`config.mk`:
```
export PLATFORM = sky130hd
export DESIGN_NAME = decode_stage_flat
export DESIGN_NICKNAME = d
export VERILOG_FILES = /design/src/rtl/batkiri_pkg.sv /design/src/rtl/decode_stage_if.sv /design/src/rtl/decode_lut.sv /design/src/rtl/decode_stage.sv /design/src/flat_wrapper.sv
export SDC_FILE = /design/constraint.sdc
export NUM_CORES = 1
export LEC_CHECK = 0
export ABC_CLOCK_PERIOD_IN_PS = 4600
export CAP_MARGIN = 20
export CORE_MARGIN = 2
export CORE_UTILIZATION = 46
export CTS_CLUSTER_DIAMETER = 50
export DETAILED_ROUTE_END_ITERATION = 8
export HOLD_SLACK_MARGIN = 0.12
export PLACE_DENSITY = 0.78
export SYNTH_ARGS = -nofsm -noshare
export SYNTH_HDL_FRONTEND = slang
export SYNTH_SLANG_ARGS = --single-unit
```
`constraint.sdc`:
```
create_clock -name clk -period 4.6 [get_ports clk]
set_input_delay 0.69 -clock clk [delete_from_list [all_inputs] [get_ports clk]]
set_output_delay 0.69 -clock clk [all_outputs]
set_load 0.02 [all_outputs]
```
`src/rtl/batkiri_pkg.sv`:
```
// Shared Batkiri decode definitions: field widths, opcodes, control encodings and the opcode control table.
// The TRAP FSM state only exists when DECODE_ILLEGAL_TRAP_EN is defined.
package batkiri_pkg;

  localparam int IW      = 17;
  localparam int OPW     = 5;
  localparam int RAW     = 3;
  localparam int SHW     = 3;
  localparam int FW      = IW - OPW;
  localparam int NUM_OPS = 21;

  typedef logic [OPW-1:0] opcode_t;

  localparam opcode_t OP_NOP = opcode_t'(0);
  localparam opcode_t OP_JMP = opcode_t'(1);
  localparam opcode_t OP_JPL = opcode_t'(2);
  localparam opcode_t OP_BRZ = opcode_t'(3);
  localparam opcode_t OP_BRN = opcode_t'(4);
  localparam opcode_t OP_LSL = opcode_t'(5);
  localparam opcode_t OP_LSR = opcode_t'(6);
  localparam opcode_t OP_LD  = opcode_t'(7);
  localparam opcode_t OP_ST  = opcode_t'(8);
  localparam opcode_t OP_LDI = opcode_t'(9);
  localparam opcode_t OP_MOV = opcode_t'(10);
  localparam opcode_t OP_INC = opcode_t'(11);
  localparam opcode_t OP_DEC = opcode_t'(12);
  localparam opcode_t OP_NEG = opcode_t'(13);
  localparam opcode_t OP_NOT = opcode_t'(14);
  localparam opcode_t OP_AND = opcode_t'(15);
  localparam opcode_t OP_ADD = opcode_t'(16);
  localparam opcode_t OP_SUB = opcode_t'(17);
  localparam opcode_t OP_OR  = opcode_t'(18);
  localparam opcode_t OP_OUT = opcode_t'(19);
  localparam opcode_t OP_INP = opcode_t'(20);

  localparam logic [3:0] FS_PASSA = 4'b0000;
  localparam logic [3:0] FS_ADD   = 4'b0001;
  localparam logic [3:0] FS_SUB   = 4'b0010;
  localparam logic [3:0] FS_INC   = 4'b0011;
  localparam logic [3:0] FS_DEC   = 4'b0100;
  localparam logic [3:0] FS_NEG   = 4'b0101;
  localparam logic [3:0] FS_SHL   = 4'b0110;
  localparam logic [3:0] FS_SHR   = 4'b0111;
  localparam logic [3:0] FS_PASSB = 4'b1000;
  localparam logic [3:0] FS_AND   = 4'b1001;
  localparam logic [3:0] FS_OR    = 4'b1010;
  localparam logic [3:0] FS_LINK  = 4'b1100;
  localparam logic [3:0] FS_NOT   = 4'b1101;

  localparam logic [1:0] BS_NEXT = 2'b00;
  localparam logic [1:0] BS_JUMP = 2'b01;
  localparam logic [1:0] BS_BRZ  = 2'b10;

  localparam logic [1:0] MD_FU  = 2'b00;
  localparam logic [1:0] MD_MEM = 2'b01;
  localparam logic [1:0] MD_IN  = 2'b10;

  typedef struct packed {
    logic           rw, ps, mw, ma, mb, cs, oe;
    logic [1:0]     md, bs;
    logic [3:0]     fs;
    logic [RAW-1:0] da, aa, ba;
    logic [SHW-1:0] sh;
  } ctrl_t;

  // Static controls plus which instruction fields feed da/aa/ba/sh.
  typedef struct packed {
    logic       rw, ps, mw, ma, mb, cs, oe;
    logic [1:0] md, bs;
    logic [3:0] fs;
    logic       use_da, use_aa, use_ba, use_sh;
  } ctrl_src_t;

  typedef enum logic [1:0] {
    RUN,
    JPL2
`ifdef DECODE_ILLEGAL_TRAP_EN
    , TRAP
`endif
  } state_t;

  //          rw    ps    mw    ma    mb    cs    oe    md      bs       fs        da    aa    ba    sh
  localparam ctrl_src_t CTRL_TABLE [NUM_OPS] = '{
    /*NOP*/ '{1'b0, 1'b0, 1'b0, 1'b0, 1'b0, 1'b0, 1'b0, MD_FU,  BS_NEXT, FS_PASSA, 1'b0, 1'b0, 1'b0, 1'b0},
    /*JMP*/ '{1'b0, 1'b0, 1'b0, 1'b0, 1'b1, 1'b1, 1'b0, MD_FU,  BS_JUMP, FS_PASSB, 1'b0, 1'b1, 1'b0, 1'b0},
    /*JPL*/ '{1'b1, 1'b0, 1'b0, 1'b0, 1'b0, 1'b0, 1'b0, MD_FU,  BS_NEXT, FS_LINK,  1'b1, 1'b1, 1'b0, 1'b0},
    /*BRZ*/ '{1'b0, 1'b0, 1'b0, 1'b1, 1'b1, 1'b1, 1'b0, MD_FU,  BS_BRZ,  FS_PASSB, 1'b0, 1'b1, 1'b0, 1'b0},
    /*BRN*/ '{1'b0, 1'b1, 1'b0, 1'b1, 1'b1, 1'b1, 1'b0, MD_FU,  BS_BRZ,  FS_PASSB, 1'b0, 1'b1, 1'b0, 1'b0},
    /*LSL*/ '{1'b1, 1'b0, 1'b0, 1'b0, 1'b0, 1'b0, 1'b0, MD_FU,  BS_NEXT, FS_SHL,   1'b1, 1'b1, 1'b0, 1'b1},
    /*LSR*/ '{1'b1, 1'b0, 1'b0, 1'b0, 1'b0, 1'b0, 1'b0, MD_FU,  BS_NEXT, FS_SHR,   1'b1, 1'b1, 1'b0, 1'b1},
    /*LD */ '{1'b1, 1'b0, 1'b0, 1'b0, 1'b0, 1'b0, 1'b0, MD_MEM, BS_NEXT, FS_PASSA, 1'b1, 1'b1, 1'b0, 1'b0},
    /*ST */ '{1'b0, 1'b0, 1'b1, 1'b0, 1'b0, 1'b0, 1'b0, MD_FU,  BS_NEXT, FS_PASSA, 1'b0, 1'b1, 1'b1, 1'b0},
    /*LDI*/ '{1'b1, 1'b0, 1'b0, 1'b0, 1'b1, 1'b1, 1'b0, MD_FU,  BS_NEXT, FS_PASSB, 1'b1, 1'b0, 1'b0, 1'b0},
    /*MOV*/ '{1'b1, 1'b0, 1'b0, 1'b0, 1'b0, 1'b0, 1'b0, MD_FU,  BS_NEXT, FS_PASSA, 1'b1, 1'b1, 1'b0, 1'b0},
    /*INC*/ '{1'b1, 1'b0, 1'b0, 1'b0, 1'b0, 1'b0, 1'b0, MD_FU,  BS_NEXT, FS_INC,   1'b1, 1'b1, 1'b0, 1'b0},
    /*DEC*/ '{1'b1, 1'b0, 1'b0, 1'b0, 1'b0, 1'b0, 1'b0, MD_FU,  BS_NEXT, FS_DEC,   1'b1, 1'b1, 1'b0, 1'b0},
    /*NEG*/ '{1'b1, 1'b0, 1'b0, 1'b0, 1'b0, 1'b0, 1'b0, MD_FU,  BS_NEXT, FS_NEG,   1'b1, 1'b1, 1'b0, 1'b0},
    /*NOT*/ '{1'b1, 1'b0, 1'b0, 1'b0, 1'b0, 1'b0, 1'b0, MD_FU,  BS_NEXT, FS_NOT,   1'b1, 1'b1, 1'b0, 1'b0},
    /*AND*/ '{1'b1, 1'b0, 1'b0, 1'b0, 1'b0, 1'b0, 1'b0, MD_FU,  BS_NEXT, FS_AND,   1'b1, 1'b1, 1'b1, 1'b0},
    /*ADD*/ '{1'b1, 1'b0, 1'b0, 1'b0, 1'b0, 1'b0, 1'b0, MD_FU,  BS_NEXT, FS_ADD,   1'b1, 1'b1, 1'b1, 1'b0},
    /*SUB*/ '{1'b1, 1'b0, 1'b0, 1'b0, 1'b0, 1'b0, 1'b0, MD_FU,  BS_NEXT, FS_SUB,   1'b1, 1'b1, 1'b1, 1'b0},
    /*OR */ '{1'b1, 1'b0, 1'b0, 1'b0, 1'b0, 1'b0, 1'b0, MD_FU,  BS_NEXT, FS_OR,    1'b1, 1'b1, 1'b1, 1'b0},
    /*OUT*/ '{1'b0, 1'b0, 1'b0, 1'b0, 1'b0, 1'b0, 1'b1, MD_FU,  BS_NEXT, FS_PASSA, 1'b0, 1'b1, 1'b0, 1'b0},
    /*INP*/ '{1'b1, 1'b0, 1'b0, 1'b0, 1'b0, 1'b0, 1'b0, MD_IN,  BS_NEXT, FS_PASSA, 1'b1, 1'b0, 1'b0, 1'b0}
  };

  function automatic logic is_legal(input opcode_t op);
    return int'(op) < NUM_OPS;
  endfunction

endpackage

```
`src/rtl/decode_stage_if.sv`:
```
// Fetch-side instruction handshake and control-word handshake of the Batkiri decode stage.
interface decode_stage_if;
  import batkiri_pkg::*;

  logic           in_valid, in_ready;
  logic [IW-1:0]  instruction;
  logic           flush;
  logic           out_valid, out_ready;
  logic           rw, ps, mw, ma, mb, cs, oe;
  logic [1:0]     md, bs;
  logic [3:0]     fs;
  logic [RAW-1:0] da, aa, ba;
  logic [SHW-1:0] sh;
  logic           uop_last;
  logic           illegal;

  modport slave (
    input  in_valid, instruction, flush, out_ready,
    output in_ready, out_valid, rw, ps, mw, ma, mb, cs, oe,
           md, bs, fs, da, aa, ba, sh, uop_last, illegal
  );

  modport master (
    output in_valid, instruction, flush, out_ready,
    input  in_ready, out_valid, rw, ps, mw, ma, mb, cs, oe,
           md, bs, fs, da, aa, ba, sh, uop_last, illegal
  );
endinterface

```
`src/rtl/decode_lut.sv`:
```
// Combinational opcode + register/shift fields to control word; unknown opcodes decode as NOP.
module decode_lut
  import batkiri_pkg::*;
(
  input  opcode_t       opcode,
  input  logic [FW-1:0] fields,
  output ctrl_t         ctrl
);

  ctrl_src_t src;

  // NOTE: every always_comb output gets a default first, so no path can leave a latch behind.
  always_comb begin
    src = CTRL_TABLE[0];
    if (is_legal(opcode)) src = CTRL_TABLE[opcode];

    ctrl    = '0;
    ctrl.rw = src.rw;
    ctrl.ps = src.ps;
    ctrl.mw = src.mw;
    ctrl.ma = src.ma;
    ctrl.mb = src.mb;
    ctrl.cs = src.cs;
    ctrl.oe = src.oe;
    ctrl.md = src.md;
    ctrl.bs = src.bs;
    ctrl.fs = src.fs;
    ctrl.da = src.use_da ? fields[FW-1 -: RAW]         : '0;
    ctrl.aa = src.use_aa ? fields[FW-1-RAW -: RAW]     : '0;
    ctrl.ba = src.use_ba ? fields[FW-1-2*RAW -: RAW]   : '0;
    ctrl.sh = src.use_sh ? fields[SHW-1:0]             : '0;
  end

endmodule

```
`src/rtl/decode_stage.sv`:
```
// Registered valid/ready decode stage with JPL link+jump expansion and flush.
// Define DECODE_ILLEGAL_TRAP_EN to trap on illegal opcodes (sticky flag, TRAP state until flush).
module decode_stage
  import batkiri_pkg::*;
(
  input  logic           clk,
  input  logic           rst_n,
  decode_stage_if.slave  bus
);

  state_t        state, state_next;
  ctrl_t         ctrl_q, lut_ctrl;
  logic          out_valid_q, uop_last_q;
  logic [FW-1:0] jpl_fields, lut_fields;
  opcode_t       opcode_in, lut_opcode;
  logic          in_ready, accept, take, uop2_load, load;

  assign opcode_in = bus.instruction[IW-1 -: OPW];
  assign take      = out_valid_q && bus.out_ready;
  assign accept    = bus.in_valid && in_ready;
  assign load      = (accept || uop2_load) && !bus.flush;

`ifdef DECODE_ILLEGAL_TRAP_EN
  logic op_illegal;
  assign op_illegal = !is_legal(opcode_in);
`endif

  // NOTE: sequential state uses non-blocking assignments so every register samples pre-edge values.
  always_ff @(posedge clk) begin
    if (!rst_n) state <= RUN;
    else        state <= state_next;
  end

  always_comb begin
    state_next = state;
    if (bus.flush) begin
      state_next = RUN;
    end else begin
      case (state)
        RUN: begin
          if (accept && opcode_in == OP_JPL) state_next = JPL2;
`ifdef DECODE_ILLEGAL_TRAP_EN
          else if (accept && op_illegal)     state_next = TRAP;
`endif
        end
        JPL2:    if (uop2_load) state_next = RUN;
`ifdef DECODE_ILLEGAL_TRAP_EN
        TRAP:    state_next = TRAP;
`endif
        default: state_next = RUN;
      endcase
    end
  end

  // The second JPL micro-op is the JMP decode of the saved link instruction's fields.
  always_comb begin
    in_ready   = rst_n && (state == RUN) && (!out_valid_q || bus.out_ready);
    uop2_load  = (state == JPL2) && take;
    lut_opcode = opcode_in;
    lut_fields = bus.instruction[FW-1:0];
    if (state == JPL2) begin
      lut_opcode = OP_JMP;
      lut_fields = jpl_fields;
    end
  end

  decode_lut u_lut (
    .opcode (lut_opcode),
    .fields (lut_fields),
    .ctrl   (lut_ctrl)
  );

  // NOTE: jpl_fields is plain data, only read in JPL2 after being written, so it carries no reset.
  always_ff @(posedge clk) begin
    if (accept && opcode_in == OP_JPL) jpl_fields <= bus.instruction[FW-1:0];
  end

  always_ff @(posedge clk) begin
    if (!rst_n) begin
      out_valid_q <= 1'b0;
      ctrl_q      <= '0;
      uop_last_q  <= 1'b0;
    end else if (bus.flush) begin
      out_valid_q <= 1'b0;
    end else if (load) begin
      out_valid_q <= 1'b1;
      ctrl_q      <= lut_ctrl;
      uop_last_q  <= (state == JPL2) || (opcode_in != OP_JPL);
    end else if (take) begin
      out_valid_q <= 1'b0;
    end
  end

`ifdef DECODE_ILLEGAL_TRAP_EN
  logic illegal_q;
  always_ff @(posedge clk) begin
    if (!rst_n)                           illegal_q <= 1'b0;
    else if (bus.flush)                   illegal_q <= 1'b0;
    else if (accept && op_illegal)        illegal_q <= 1'b1;
  end
  assign bus.illegal = illegal_q;
`else
  assign bus.illegal = 1'b0;
`endif

  assign bus.in_ready  = in_ready;
  assign bus.out_valid = out_valid_q;
  assign bus.uop_last  = uop_last_q;
  assign bus.rw        = ctrl_q.rw;
  assign bus.ps        = ctrl_q.ps;
  assign bus.mw        = ctrl_q.mw;
  assign bus.ma        = ctrl_q.ma;
  assign bus.mb        = ctrl_q.mb;
  assign bus.cs        = ctrl_q.cs;
  assign bus.oe        = ctrl_q.oe;
  assign bus.md        = ctrl_q.md;
  assign bus.bs        = ctrl_q.bs;
  assign bus.fs        = ctrl_q.fs;
  assign bus.da        = ctrl_q.da;
  assign bus.aa        = ctrl_q.aa;
  assign bus.ba        = ctrl_q.ba;
  assign bus.sh        = ctrl_q.sh;

endmodule

```
`src/flat_wrapper.sv`:
```
// flat-port wrapper written by rule: the top's interface ports become plain ports
module decode_stage_flat import batkiri_pkg::*;
  (clk, rst_n, bus_in_valid, bus_instruction, bus_flush, bus_out_ready, bus_in_ready, bus_out_valid, bus_rw, bus_ps, bus_mw, bus_ma, bus_mb, bus_cs, bus_oe, bus_md, bus_bs, bus_fs, bus_da, bus_aa, bus_ba, bus_sh, bus_uop_last, bus_illegal);
  decode_stage_if bus_i ();
  input  logic clk;
  input  logic rst_n;
  input wire logic [$bits(bus_i.in_valid)-1:0] bus_in_valid;
  input wire logic [$bits(bus_i.instruction)-1:0] bus_instruction;
  input wire logic [$bits(bus_i.flush)-1:0] bus_flush;
  input wire logic [$bits(bus_i.out_ready)-1:0] bus_out_ready;
  output wire logic [$bits(bus_i.in_ready)-1:0] bus_in_ready;
  output wire logic [$bits(bus_i.out_valid)-1:0] bus_out_valid;
  output wire logic [$bits(bus_i.rw)-1:0] bus_rw;
  output wire logic [$bits(bus_i.ps)-1:0] bus_ps;
  output wire logic [$bits(bus_i.mw)-1:0] bus_mw;
  output wire logic [$bits(bus_i.ma)-1:0] bus_ma;
  output wire logic [$bits(bus_i.mb)-1:0] bus_mb;
  output wire logic [$bits(bus_i.cs)-1:0] bus_cs;
  output wire logic [$bits(bus_i.oe)-1:0] bus_oe;
  output wire logic [$bits(bus_i.md)-1:0] bus_md;
  output wire logic [$bits(bus_i.bs)-1:0] bus_bs;
  output wire logic [$bits(bus_i.fs)-1:0] bus_fs;
  output wire logic [$bits(bus_i.da)-1:0] bus_da;
  output wire logic [$bits(bus_i.aa)-1:0] bus_aa;
  output wire logic [$bits(bus_i.ba)-1:0] bus_ba;
  output wire logic [$bits(bus_i.sh)-1:0] bus_sh;
  output wire logic [$bits(bus_i.uop_last)-1:0] bus_uop_last;
  output wire logic [$bits(bus_i.illegal)-1:0] bus_illegal;
  assign bus_i.in_valid = bus_in_valid;
  assign bus_i.instruction = bus_instruction;
  assign bus_i.flush = bus_flush;
  assign bus_i.out_ready = bus_out_ready;
  assign bus_in_ready = bus_i.in_ready;
  assign bus_out_valid = bus_i.out_valid;
  assign bus_rw = bus_i.rw;
  assign bus_ps = bus_i.ps;
  assign bus_mw = bus_i.mw;
  assign bus_ma = bus_i.ma;
  assign bus_mb = bus_i.mb;
  assign bus_cs = bus_i.cs;
  assign bus_oe = bus_i.oe;
  assign bus_md = bus_i.md;
  assign bus_bs = bus_i.bs;
  assign bus_fs = bus_i.fs;
  assign bus_da = bus_i.da;
  assign bus_aa = bus_i.aa;
  assign bus_ba = bus_i.ba;
  assign bus_sh = bus_i.sh;
  assign bus_uop_last = bus_i.uop_last;
  assign bus_illegal = bus_i.illegal;
  decode_stage u_core (.clk(clk), .rst_n(rst_n), .bus(bus_i));
endmodule
```
Word-level counts from Yosys, hierarchy flattened. Memory sizes are Yosys's and may differ from the RTL's. Cells that the tools add are included.

Register bits after elaboration: 43. Latch bits: 0. Bits in writable memories: 0. Bits in read-only memories: 608. Bits of input ports: 22. Output and inout bits: 31. Memories: 1.

Memory list: (no name shown) (depth 32, bits a word 19, read ports 1, clocked after memory_dff 0, wr ports 0, RTL line decode_lut.sv:15) `if (is_legal(opcode)) src = CTRL_TABLE[opcode];`.

$add $sub $neg: 0. $mul: 0. Div/mod/pow operators: 0. Magnitude comparators: 2. Eq/ne operators: 5. Shifts and indexed selects: 0. Muxes and demuxes: 14. Bitwise logic cells: 3. Reductions and logical operators: 17.

Operators by type and width (count): 2-to-1 mux 19 bit (3); 2-to-1 mux 12 bit (1); 2-to-1 mux 3 bit (4); logical AND 1 bit (7); greater-or-equal comparator 6 bit, second input constant (1); NOT 5 -> 6 bit (1); equality test 5 x 2 -> 1 bit, second input constant (1); < comparator 5 bit, second input constant (1); 2-to-1 mux 5 bit (1); inequality test 5 x 2 -> 1 bit, second input constant (1); 2-to-1 mux 2 bit (2); inequality test 2 x 1 -> 1 bit, second input constant (2); case mux 2 bit (2 select lines) (1); AND reduction 2 bit (2); logical OR 1 bit (3); equality test 2 x 1 -> 1 bit, second input constant (1); zero test 1 bit (2); zero test 2 bit (1); 2-to-1 mux 1 bit (2); NOT 1 bit (2); nonzero test 2 bit (1); OR reduction 2 bit (1).

Logic depth before layout (Yosys ltp). Gate-level depths: netlist of the first run.

Word-level depth: 8. Gate-level depth with buffers: 9.

Hierarchy. A second synthesis of the first run with hierarchy kept.

Cells, all modules: 252. Area total of the unflattened synthesis: 2391.0 um^2.

By module, submodules not included: decode_stage (instances 1, cells each 173, area each 1830.5 um^2); decode_lut (instances 1, cells each 79, area each 560.5 um^2).

Worst setup path before layout of the first run. Ideal clock, no wire load.

Kind: input port to flip-flop. Start: in bus_instruction[12]. End: reg u_core.ctrl_q (netlist bit u_core.bus.ba[0]). Setup time: 0.059 ns. Data arrival time: 2.109 ns. Path slack: 2.432 ns. Cell stages on the path: 7. Path buffers: 0. Cell sequence: or2_2 > inv_1 > ha_1 > o21ai_0 > o31a_1 > nor4b_4 > a22o_1.

Longest elaborated chain between the ends: 7.

RTL lines: from (decl) (RTL line flat_wrapper.sv:8) `input wire logic [$bits(bus_i.instruction)-1:0] bus_instruction;`; 2-to-1 mux 5 bit (*) (RTL line decode_stage.sv:61) `if (state == JPL2) begin`; NOT 5 -> 6 bit (implied by the code) (RTL line decode_lut.sv:15); memory (32 x 19 bit); 2-to-1 mux 19 bit (implied by the code) (2 in a row) (RTL line decode_lut.sv:15); 2-to-1 mux 19 bit (*) (RTL line decode_lut.sv:15); 2-to-1 mux 3 bit (*) (RTL line decode_lut.sv:30) `ctrl.ba = src.use_ba ? fields[FW-1-2*RAW -: RAW] : '0;`; to (signal assigned) (RTL line decode_stage.sv:87) `ctrl_q <= lut_ctrl;`; to (decl) (RTL line decode_stage.sv:12) `ctrl_t ctrl_q, lut_ctrl;`.

Every way passes the cells marked *; elsewhere a longest branch is shown, timed or not. The select of a mux whose other input is x is not followed. A chain may end at the register's enable or synchronous reset.

Worst setup path after layout of the first run.
Start: in rst_n. End: out bus_in_ready.

Longest elaborated chain between the ends: 2.

RTL lines: from (decl) (RTL line flat_wrapper.sv:6) `input logic rst_n;`; logical AND 1 bit (2 in a row) (RTL line decode_stage.sv:57) `in_ready = rst_n && (state == RUN) && (!out_valid_q || bus.out_ready);`; to (decl) (RTL line flat_wrapper.sv:11) `output wire logic [$bits(bus_i.in_ready)-1:0] bus_in_ready;`.

Every way passes these cells.

==> summary.md, run 1 <==
| Metric | Value |
|---|---|
| Status | `finished clean` |
| CP Class | `primary input to primary output` |
| IO Pins | `53` |
| DRC Markers | `0` |
| Clock Root Buffer | `clkbuf_8` |
| Cell accounting for the most synthesized area | `dfxtp_1` |
| Filler cell count | `336` |
| CP max-delay cell | `clkdlybuf4s50_1` |
| R2r startpoint | `u_core.state[0]` |
| Pin count of the biggest net entering global routing | `23` |
| P per Cell Area | `260 mW/mm²` |
| Relative slew slack | `0.539` |
| Vias in the first global route | `1,478` |
| Seq/Total Area, Yosys | `0.370` |
| Synth top area share | `0.319` |
| Die Y | `65.8 µm` |
| DR WL/cell | `14.1 µm` |
| Final setup fails | `0` |
| Fin Clk Skew | `0.00756 ns` |
| Placer Congestion | `0.863` |
| Final Hold Viols | `0` |
| Longest Clk Path Bufs | `2` |
| Place WS | `1.16 ns` |
| Count of input and output buffers | `51` |
| Reg2reg path depth | `8` |
| Row count | `22` |
| Post-Syn Nets | `231` |
| Primary FF master, synth | `dfxtp_1` |
| First-pass GRT wire length | `6890 µm` |
| CP Launch Point | `rst_n` |
| Synthesized cell area | `0.00176 mm²` |
| Post-DP HPWL | `2890 µm` |
| Largest fanout on the critical path | `14` |
| RSZ-0062 raised after global routing | `false` |
| Hold Buf Count CTS | `0` |
| WL final | `4160 µm` |
| Total of max-cap violations | `0` |
| Critical path endpoint | `bus_in_ready` |
| RR Endpoint | `u_core.bus.ba[1]` |
| Core area | `0.00366 mm²` |
| Post-synth EDFFs | `3` |
| Peak supply drop | `0.147 mV` |
| Final Core Density | `0.634` |
| R2r setup slk | `2.18 ns` |
| TritonRoute pass-1 iters | `4` |
| Tot Pwr | `0.603 mW` |
| Antenna cell count | `0` |
| CTS Buf Count | `5` |
| Critical Path AT | `2.77 ns` |
| Total negative slack | `0 ns` |
| Die W | `65.8 µm` |
| Inst Count DP | `286` |
| Iteration-0 DRC Markers | `73` |
| Post-synthesis register bit count | `31` |
| LEAKAGE | `0.820 nW` |
| Cell count after synthesis | `203` |
| Synth warn | `0` |
| Area grow syn2layout | `32.1%` |
| Required time of the critical path | `3.91 ns` |
| Most frequent CP cell | `clkdlybuf4s50_1` |
| Fin crit share | `0.753` |
| Nets | `273` |
| Average size of a mapped cell | `8.65 µm²` |
| Worst setup margin | `1.14 ns` |
| Largest stage delay on the critical path | `0.82 ns` |
| Overall routing resource usage | `0.206` |
| CP Capture Type | `primary output` |
| Critical path launch point type | `primary input` |
| Share of cells above drive strength 1 | `0.0854` |
| Clk sinks | `31` |
| GRT overflow | `0` |
| Final min period | `3.46 ns` |
| Fraction of registers with async set or reset after synthesis | `0` |
| Cell variety after synth | `54` |
| TritonCTS clock tree | `done` |
| CTS resizes | `0` |
| Worst Hold Class | `flop to flop` |
| Starting Density | `0.480` |
| Max Freq | `289 MHz` |
| Worst-margin pin slew | `0.689 ns` |
| Worst skew pair latency | `0.28 ns` |
| Die ar. | `0.00433 mm²` |
| Dominant cells by area after synthesis | `dfxtp_1 32%, edfxtp_1 5.1%, a21oi_1 4.6%` |
| Post-CTS Setup Bufs | `0` |
| Vias | `1,657` |
| Via density per instance | `5.64` |
| Reg clk slew, reported paths | `0.06 ns` |
| DRT antenna net count | `0` |
| Max Slew Vio Count | `0` |
| Initial antenna violation count | `0` |
| Filler-free cell count of the finished design | `294` |
| # H-tree levels | `2` |
| Cells along the critical path | `clkdlybuf4s50_1 -> inv_1 -> nor3_1 -> clkdlybuf4s50_1` |
cells by family after synthesis:
logic type	synth area share
buffers and inverters	0.0819
multiplexers	0.0292
AND/OR/NAND/NOR	0.239
other	0.00213
AO/OA/AOI/OAI	0.235
flip-flops	0.370
adder cells (fa/ha/maj)	0.0427
through the flow:
step,hold slack (ns),instance area (µm²)
after floorplan,0.528,1760
after global placement,0.439,2230
after detailed placement,0.447,2230
after CTS,0.457,2320
after global routing,0.483,2320
final,0.452,2320
cell usage in the layout, fill, tap and decap left out, types with 4 or more instances in the layout:
master / instances
inv_1: 6
ha_1: 6
nor2b_1: 6
clkbuf_8: 6
clkdlybuf4s50_1: 51
o2bb2ai_1: 4
nand3_1: 11
nor2_1: 11
mux2i_1: 4
dfxtp_1: 28
a21oi_1: 16
nand2_1: 19
nor3_1: 6
o21ai_0: 12
worst max-delay path, delay by kind of cell:
kind	cells	cell delay [ns]
and+or+nand+nor	1	0.25
buffers and inverters	3	1.82
cell usage after synthesis, types with 6 or more instances:
| cell type | instances |
|---|---|
| dfxtp_1 | 28 |
| nand2_1 | 19 |
| a21oi_1 | 16 |
| o21ai_0 | 12 |
| nand3_1 | 11 |
| nor2_1 | 11 |
| buf_2 | 7 |
| buf_4 | 6 |
| ha_1 | 6 |
| inv_1 | 6 |
| nor2b_1 | 6 |
| nor3_1 | 6 |
state kept, by name, indices dropped and copies added, names as in the netlist, 2 cells and up:
signal,cells
u_core.bus.fs,4
u_core.bus.aa,3
u_core.bus.ba,3
u_core.bus.da,3
u_core.bus.sh,3
u_core.jpl_fields,3
u_core.bus.bs,2
u_core.bus.md,2
metal layers:
metal	global-route usage	vias up	wire length, µm
li1	-	818	-
met1	0.273	761	1890
met2	0.316	73	1850
met3	0.0613	5	360
met4	0.0755	0	59
met5	0	-	0
worst min-delay path by stage:
stage,slack (ns),to,cells past startpoint,from
finish,0.45,u_core.bus.ps,2,u_core.bus.ps
global route,0.48,u_core.bus.da[0],1,u_core.bus.da[0]
CTS,0.46,u_core.bus.bs[0],2,u_core.bus.bs[0]
detailed placement,0.45,u_core.bus.bs[0],2,u_core.bus.bs[0]
global placement,0.44,u_core.bus.md[1],2,u_core.bus.md[1]
floorplan,0.53,u_core.bus.sh[0],2,u_core.bus.sh[0]
power by group:
| group | leakage, nW | internal, mW | total [mW] | switching [mW] |
|---|---|---|---|---|
| Clock | 0.0482 | 0.120 | 0.218 | 0.0980 |
| Combinational | 0.518 | 0.0473 | 0.103 | 0.0561 |
| Sequential | 0.254 | 0.278 | 0.281 | 0.00303 |
final cells by class:
cell class | instances | area [µm²] | area share
clock buffer | 7 | 86.3 | 0.0372
multi-input combinational | 146 | 962 | 0.415
clock inverter | 1 | 5.00 | 0.00216
timing repair buffer | 53 | 526 | 0.227
tap | 48 | 60.1 | 0.0259
inverter | 8 | 30.0 | 0.0129
sequential | 31 | 651 | 0.280
(Power assumes the default switching activity.)
==> run 2: changes to the inputs <==
Settings changed: ABC_CLOCK_PERIOD_IN_PS 4600 to 3500.
Clock period 4.6 ns to 3.5 ns, I/O delays scaled along.
==> summary.md, run 2 (synthesized netlist as in run 1, its figures left out) <==
| Metric | Value |
|---|---|
| Required time of the critical path | `2.97 ns` |
| Worst-margin pin slew | `0.652 ns` |
| Count of input and output buffers | `51` |
| Row count | `22` |
| Initial antenna violation count | `0` |
| Nets | `276` |
| Die Y | `65.8 µm` |
| Post-CTS Setup Bufs | `0` |
| Cells along the critical path | `clkdlybuf4s50_1 -> buf_4 -> inv_1 -> nor3_1 -> clkdlybuf4s50_1` |
| Share of cells above drive strength 1 | `0.0924` |
| DRT antenna net count | `0` |
| Largest register FFs | `4` |
| GRT overflow | `0` |
| Final min period | `2.84 ns` |
| Total negative slack | `0 ns` |
| Final hold slack | `0.451 ns` |
| Vias | `1,672` |
| Commonest cells after routing, fill and taps aside | `51 x clkdlybuf4s50_1, 28 x dfxtp_1, 19 x nand2_1, 16 x a21oi_1, 12 x o21ai_0` |
| Longest Clk Path Bufs | `2` |
| IO Pins | `53` |
| Post-route cell area | `0.00233 mm²` |
| Overall routing resource usage | `0.210` |
| CTS Buf Count | `5` |
| Clock Root Buffer | `clkbuf_8` |
| CP Class | `primary input to primary output` |
| Pin count of the biggest net entering global routing | `22` |
| Final Hold Viols | `0` |
| Place WS | `0.667 ns` |
| LEAKAGE | `0.828 nW` |
| Peak supply drop | `0.205 mV` |
| RSZ-0062 raised after global routing | `false` |
| Hold Buf Count CTS | `0` |
| Largest stage delay on the critical path | `0.63 ns` |
| Crit path buf inv count | `4` |
| Filler cell count | `331` |
| CP max-delay cell | `clkdlybuf4s50_1` |
| First-pass GRT wire length | `7020 µm` |
| Die ar. | `0.00433 mm²` |
| Vias in the first global route | `1,533` |
| DRC Markers | `0` |
| Core area | `0.00366 mm²` |
| WL final | `4170 µm` |
| CP top delay family | `buffers and inverters` |
| Via density per instance | `5.63` |
| Reg clk slew, reported paths | `0.06 ns` |
| Total of max-cap violations | `0` |
| Relative slew slack | `0.564` |
| Max Freq | `352 MHz` |
| Iteration-0 DRC Markers | `105` |
| Critical path launch point type | `primary input` |
| Critical Path AT | `2.31 ns` |
| Area grow syn2layout | `32.8%` |
| Placed cell area | `0.00225 mm²` |
| Worst skew pair latency | `0.28 ns` |
| DR WL/cell | `14.0 µm` |
| Status | `finished clean` |
| Antenna cell count | `0` |
| Final Core Density | `0.637` |
| Clk sinks | `31` |
| P per Cell Area | `331 mW/mm²` |
| Placer Congestion | `0.906` |
| Final setup fails | `0` |
| Post-DP HPWL | `2960 µm` |
| Largest fanout on the critical path | `14` |
| Most frequent CP cell | `clkdlybuf4s50_1` |
| CTS resizes | `0` |
| # H-tree levels | `2` |
| Fin crit share | `0.811` |
| Commonest non-fill, non-tap cell in the layout | `clkdlybuf4s50_1` |
| Fin Clk Skew | `0.00452 ns` |
| TritonRoute pass-1 iters | `6` |
| Max Slew Vio Count | `0` |
| Worst Hold Class | `flop to flop` |
| Die W | `65.8 µm` |
| TritonCTS clock tree | `done` |
| Starting Density | `0.480` |
| CP Capture Type | `primary output` |
| Worst setup margin | `0.662 ns` |
run 2: cell types whose count changed in the layout (fill, tap and decap cells not counted):
cell	before	now
buf_4	2	5
clkbuf_1	1	2
clkbuf_8	6	5
run 2: power by group:
| part | switching, mW | internal, mW |
|---|---|---|
| clock network | 0.125 | 0.139 |
| logic | 0.0748 | 0.0642 |
| registers | 0.00404 | 0.365 |
run 2: final timing paths:
check | startpoint | endpoint | slack [ns] | cells past startpoint
hold reg to reg | u_core.bus.ps | u_core.bus.ps | 0.45 | 2
setup reg to reg | u_core.state[0] | u_core.bus.ba[0] | 1.17 | 7
hold / removal | u_core.bus.ps | u_core.bus.ps | 0.45 | 2
setup / recovery | rst_n | bus_in_ready | 0.66 | 5
run 2: stage by stage:
| step | cells | total power [mW] |
|---|---|---|
| 6_report | 297 | 0.772 |
| 5_1_grt | 297 | 0.809 |
| 4_1_cts | 297 | 0.778 |
| 3_5_place_dp | 289 | 0.514 |
| 3_3_place_gp | 289 | 0.513 |
| 2_1_floorplan | 203 | 0.460 |
run 2: area by class of cell:
| type | count | area, µm² | area share |
|---|---|---|---|
| inverter | 8 | 30.0 | 0.0129 |
| multi-input combinational | 146 | 962 | 0.413 |
| clock inverter | 1 | 5.00 | 0.00215 |
| sequential | 31 | 651 | 0.279 |
| tap | 48 | 60.1 | 0.0258 |
| timing repair buffer | 56 | 548 | 0.235 |
| clock buffer | 7 | 76.3 | 0.0327 |
run 2: routing by layer:
layer	wire (µm)	up-vias	global-route usage
li1	-	821	-
met1	1840	768	0.275
met2	1880	72	0.318
met3	376	11	0.0681
met4	76	0	0.0833
met5	0	-	0
run 2: worst min-delay path, delay by kind of cell (launching register included):
family          cells  cell delay (ns)
flops               1             0.31
compound gates      1             0.05
simple gates        1             0.05
